==> config.mk <==
export PLATFORM = sky130hd
export DESIGN_NAME = sev_display_driver
export DESIGN_NICKNAME = d
export VERILOG_FILES = /design/src/rtl/sev_display_driver.sv
export SDC_FILE = /design/constraint.sdc
export NUM_CORES = 1
export LEC_CHECK = 0
export CAP_MARGIN = 20
export CELL_PAD_IN_SITES_DETAIL_PLACEMENT = 1
export CELL_PAD_IN_SITES_GLOBAL_PLACEMENT = 1
export CORE_UTILIZATION = 36
export CTS_CLUSTER_DIAMETER = 100
export DETAILED_ROUTE_END_ITERATION = 10
export HOLD_SLACK_MARGIN = 0.02
export PLACE_DENSITY = 0.78
export SYNTH_ARGS = -nofsm -noshare
export SYNTH_HDL_FRONTEND = slang
export SYNTH_SLANG_ARGS = --single-unit
==> constraint.sdc <==
create_clock -name clk -period 2.1 [get_ports clk]
set_input_delay 0.315 -clock clk [delete_from_list [all_inputs] [get_ports clk]]
set_output_delay 0.315 -clock clk [all_outputs]
set_load 0.01 [all_outputs]
==> src/rtl/sev_display_driver.sv <==
`default_nettype none
// ============================================================================
// Module   : sev_display_driver
// Brief    : 4-digit multiplexed seven-segment driver with guard blanking,
//            per-frame snapshots and optional leading-zero suppression.
// Revision : 1.0 - initial release
// ============================================================================
module sev_display_driver #(
    parameter int SCAN_DIV = 100000,
    parameter int GUARD    = 1000
) (
    input  logic        clk,
    input  logic        clr,
    input  logic [15:0] value,
    input  logic [3:0]  dp_en,
    input  logic        blank_lz,
    output logic [6:0]  seg,
    output logic        dp,
    output logic [3:0]  scan,
    output logic        frame_done
);

    localparam int                 c_CNT_W   = (SCAN_DIV > 1) ? $clog2(SCAN_DIV) : 1;
    localparam logic [c_CNT_W-1:0] c_CNT_MAX = c_CNT_W'(SCAN_DIV - 1);
    localparam logic [c_CNT_W-1:0] c_GUARD   = c_CNT_W'(GUARD);

    logic [c_CNT_W-1:0] r_cnt;
    logic [1:0]         r_digit;
    logic [15:0]        r_snap;
    logic [3:0]         r_lz_mask;
    logic [6:0]         r_seg;
    logic               r_dp;
    logic [3:0]         r_scan;
    logic               r_frame_done;

    logic               w_slot_end;
    logic               w_frame_start;
    logic               w_show;
    logic [3:0]         w_nibble;
    logic [3:0]         w_lz_next;

    function automatic logic [6:0] hex_to_seg(input logic [3:0] nib);
        logic [6:0] s;
        case (nib)
            4'h0:    s = 7'h40;
            4'h1:    s = 7'h79;
            4'h2:    s = 7'h24;
            4'h3:    s = 7'h30;
            4'h4:    s = 7'h19;
            4'h5:    s = 7'h12;
            4'h6:    s = 7'h02;
            4'h7:    s = 7'h78;
            4'h8:    s = 7'h00;
            4'h9:    s = 7'h10;
            4'hA:    s = 7'h08;
            4'hB:    s = 7'h03;
            4'hC:    s = 7'h46;
            4'hD:    s = 7'h21;
            4'hE:    s = 7'h06;
            default: s = 7'h0E;
        endcase
        return s;
    endfunction

    assign w_slot_end    = (r_cnt == c_CNT_MAX);
    assign w_frame_start = (r_cnt == '0) && (r_digit == 2'd0);
    assign w_show        = (r_cnt >= c_GUARD);

    // A digit is blanked when it and every digit to its left are zero.
    assign w_lz_next = {4{blank_lz}} & {
        (value[15:12] == 4'h0),
        (value[15:8]  == 8'h00),
        (value[15:4]  == 12'h000),
        1'b0
    };

    always_comb begin
        w_nibble = r_snap[3:0];
        case (r_digit)
            2'd0:    w_nibble = r_snap[3:0];
            2'd1:    w_nibble = r_snap[7:4];
            2'd2:    w_nibble = r_snap[11:8];
            default: w_nibble = r_snap[15:12];
        endcase
    end

    always_ff @(posedge clk) begin
        if (clr) begin
            r_cnt   <= '0;
            r_digit <= 2'd0;
        end else if (w_slot_end) begin
            r_cnt   <= '0;
            r_digit <= r_digit + 2'd1;
        end else begin
            r_cnt   <= r_cnt + 1'b1;
        end
    end

    always_ff @(posedge clk) begin
        if (clr) begin
            r_snap    <= 16'h0000;
            r_lz_mask <= 4'h0;
        end else if (w_frame_start) begin
            r_snap    <= value;
            r_lz_mask <= w_lz_next;
        end
    end

    // Outputs follow the slot position one cycle late; dp_en is deliberately live.
    always_ff @(posedge clk) begin
        if (clr) begin
            r_seg        <= 7'h7F;
            r_dp         <= 1'b1;
            r_scan       <= 4'hF;
            r_frame_done <= 1'b0;
        end else begin
            r_frame_done <= w_slot_end && (r_digit == 2'd3);
            if (w_show) begin
                r_scan <= ~(4'b0001 << r_digit);
                if (r_lz_mask[r_digit]) begin
                    r_seg <= 7'h7F;
                    r_dp  <= 1'b1;
                end else begin
                    r_seg <= hex_to_seg(w_nibble);
                    r_dp  <= ~dp_en[r_digit];
                end
            end else begin
                r_scan <= 4'hF;
                r_seg  <= 7'h7F;
                r_dp   <= 1'b1;
            end
        end
    end

    assign seg        = r_seg;
    assign dp         = r_dp;
    assign scan       = r_scan;
    assign frame_done = r_frame_done;

endmodule
`default_nettype wire

==> out/results.txt <==
CP max-delay cell - or4_4
critical path peak fanout - 3
largest net degree at the start of global routing - 24
XOR/XNOR share of the synthesized area - 0.0389
crit path time final - 2.01 ns
hpwl dp - 5130 um
Max Freq - 498 MHz
CTS clk-pin slew, worst paths - 0.10 ns
Bufs on Longest Clock Path - 2
CP Class - flip-flop to flip-flop
Top Ports - 36
Num Clock Sinks - 51
maximum VDD drop - 0.000268 V
H-tree depth - 2
# rows - 29
die area - 7220 um^2
actual slew at the worst max-slew pin - 0.531 ns
number of diodes - 0
top_reg_cell synth - dfxtp_1
Area Growth Syn to Fin - 30.3%
run status - finished, violations left
CTS buffer count - 5
worst-path cell chain - or3_1, or4_4, or4_4, nor3b_2
Placed Cells - 408
DRT Wirelength - 7100 um
initial antenna violation count - 0
core area - 6490 um^2
max incr delay on CP - 0.56 ns
via/cell ratio - 5.72
RSZ-0062 raised after global routing - yes
final instance area - 3230 um^2
Antenna Nets Post-Route - 0
vias in the first global route - 2,353
clk_lat worst skew - 0.30 ns
Max Cap Violations - 0
Final nets - 377
Final Setup Violations - 0
Die Wd - 85.0 um
failing checks - design-rule violations
total congestion overflow - 0
critical path arrival - 2.24 ns
largest family of logic cells by synthesized area - simple AND/OR/NAND/NOR gates
mux cell area share after synthesis - 0.0338
GRT Total Usage - 0.202
non-filler instance count after layout - 420
Iter 0 DRT Violations - 133
PortBufs - 35
starting density of the core - 0.382
Post-Syn Area - 2480 um^2
Post-CTS Hold Buffers - 0
sequential-to-total area share from yosys stat - 0.412
first-pass GRT wire length - 11,700 um
hold_ws - 0.473 ns
Async S/R FF share, synth - 0
Mean Syn Cell Area - 8.61 um^2
Synth warnings - 0
die height - 85.0 um
CTS tree - built
Root Driver - clkbuf_8
synth unique cells - 46
drt first pass iters - 10
Synth Net Count - 323
Crit path required time - 2.33 ns
CP Launch Type - flip-flop
Simple-Gate Fraction of Synth Area - 0.224
#FFs+latches synth - 51
CP endpoint kind - flip-flop
Placement Cell Area - 3060 um^2
Compound-Gate Fraction of Synth Area - 0.186
Final Hold Viols - 0
Leak Pwr - 1.19 nW
EDFF count, synth - 0
layout cells sized above 1 - 0.166
utilization after layout - 0.497
clk_skew - 0.00562 ns
Synth Instances - 288
post-synthesis adder-cell area fraction - 0.0606
drc violations - 6
routed vias - 2,403
Slew HR - 0.646
Pins Over Slew Limit - 0
Final Wtd Congestion - 0.850
Pwr Density - 605 nW/um^2
Hold Path Class - flip-flop to flip-flop
crit share post-route - 0.957
CP most frequent cell - or4_4
routed len/inst - 16.9 um
==> layout by cell type (no fill, tap or decap), types with 2 or more instances in the layout <==
cell             Yosys  routed
or4_4                2       2
nand3_1             26      26
xor2_1               9       9
nor3_1               5       5
nand4_1             11      11
ha_2                 0       4
xnor2_1              2       2
dfxtp_1             51      49
a21oi_1             33      32
or3_1                6       6
o211ai_1             2       2
o21ai_0             24      24
mux2i_1              5       4
nand2_1             14      14
a21o_1               3       3
clkbuf_8             0       7
inv_1                9       8
and2_1               2       2
a222oi_1             3       3
o31ai_1              2       2
nor2b_1              2       2
a211oi_1             2       2
or4_1                3       3
nor4_1               3       2
clkdlybuf4s50_1      0      35
buf_4                0      31
o221ai_1             2       2
ha_1                12       8
and4_1               4       4
nor2_1              15      15
==> timing repair <==
action,4_1_cts,5_1_grt
endpoints found under the setup margin,5,6
buffers inserted,2,2
resized for setup,4,10
pin swaps,3,4
==> kinds of logic after synthesis <==
family / count (synthesis)
flops: 51
mux: 7
fa+ha+maj: 12
compound gates: 78
simple gates: 100
buf+inv: 29
xor+xnor: 11
==> where the power goes <==
group	total (mW)	switching [mW]	internal (mW)
clock network	0.642	0.342	0.301
logic	0.288	0.151	0.137
registers	1.02	0.0246	1.00
total	1.95	0.517	1.44
==> synth_stat cells, types with 2 or more instances <==
cell type / number / area [um^2]
o211ai_1: 2 / 15.0
buf_2: 2 / 10.0
and4_1: 4 / 35.0
a222oi_1: 3 / 30.0
or3_1: 6 / 37.5
a211oi_1: 2 / 15.0
o221ai_1: 2 / 17.5
mux2i_1: 5 / 50.1
dfxtp_1: 51 / 1020
nand3_1: 26 / 130
a21o_1: 3 / 22.5
nor4_1: 3 / 18.8
nand4_1: 11 / 68.8
nor3_1: 5 / 25.0
a21oi_1: 33 / 165
nand2_1: 14 / 52.6
or4_4: 2 / 22.5
or4_1: 3 / 22.5
o31ai_1: 2 / 15.0
nor2_1: 15 / 56.3
o21ai_0: 24 / 120
ha_1: 12 / 150
xnor2_1: 2 / 17.5
clkbuf_1: 16 / 60.1
xor2_1: 9 / 78.8
and2_1: 2 / 12.5
nor2b_1: 2 / 12.5
inv_1: 9 / 33.8
==> layer usage <==
metal | part of all wire | global-route usage | vias up
li1 | - | - | 1172
met1 | 0.47 | 0.265 | 1170
met2 | 0.47 | 0.346 | 59
met3 | 0.049 | 0.0302 | 2
met4 | 0.0059 | 0.0570 | 0
met5 | 0 | 0 | -
==> path summary, 6_finish.rpt <==
check / start / to / slack [ns] / cells after the start
max: r_cnt[13]$_SDFF_PP0_ / frame_done$_SDFF_PP0_ / 0.09 / 4
min reg2reg: r_cnt[0]$_SDFF_PP0_ / r_cnt[0]$_SDFF_PP0_ / 0.47 / 1
max reg2reg: r_cnt[13]$_SDFF_PP0_ / frame_done$_SDFF_PP0_ / 0.09 / 4
min: r_cnt[0]$_SDFF_PP0_ / r_cnt[0]$_SDFF_PP0_ / 0.47 / 1
==> layout make-up <==
type	instances	area, um^2
fill	770	3260
tap	77	96.3
sequential	51	1030
multi-input combinational	208	1380
inverter	10	37.5
timing repair buffer	66	583
clock inverter	1	7.51
clock buffer	7	96.3
==> critical path: cells and delay by family, from the launching register on <==
kind | cells | cell delay, ns
DFF | 1 | 0.32
and+or+nand+nor | 4 | 1.61
==> per-stage QoR <==
stage | TNS (ns) | setup slack (ns) | total power, mW
2_1_floorplan | 0 | 0.0496 | 1.20
3_3_place_gp | 0 | 0.0640 | 1.31
3_5_place_dp | -0.0889 | -0.0486 | 1.31
4_1_cts | 0 | 0.0175 | 1.95
5_1_grt | -0.0172 | -0.0172 | 2.03
6_report | 0 | 0.0905 | 1.95
==> sequential cells by signal (all words and copies together) (netlist names) <==
name and cells:
dp 1, frame_done 1, r_cnt 17, r_digit 2, r_lz_mask 3, r_snap 16, scan 4, seg 7
Power figures use the tool's default switching activity.
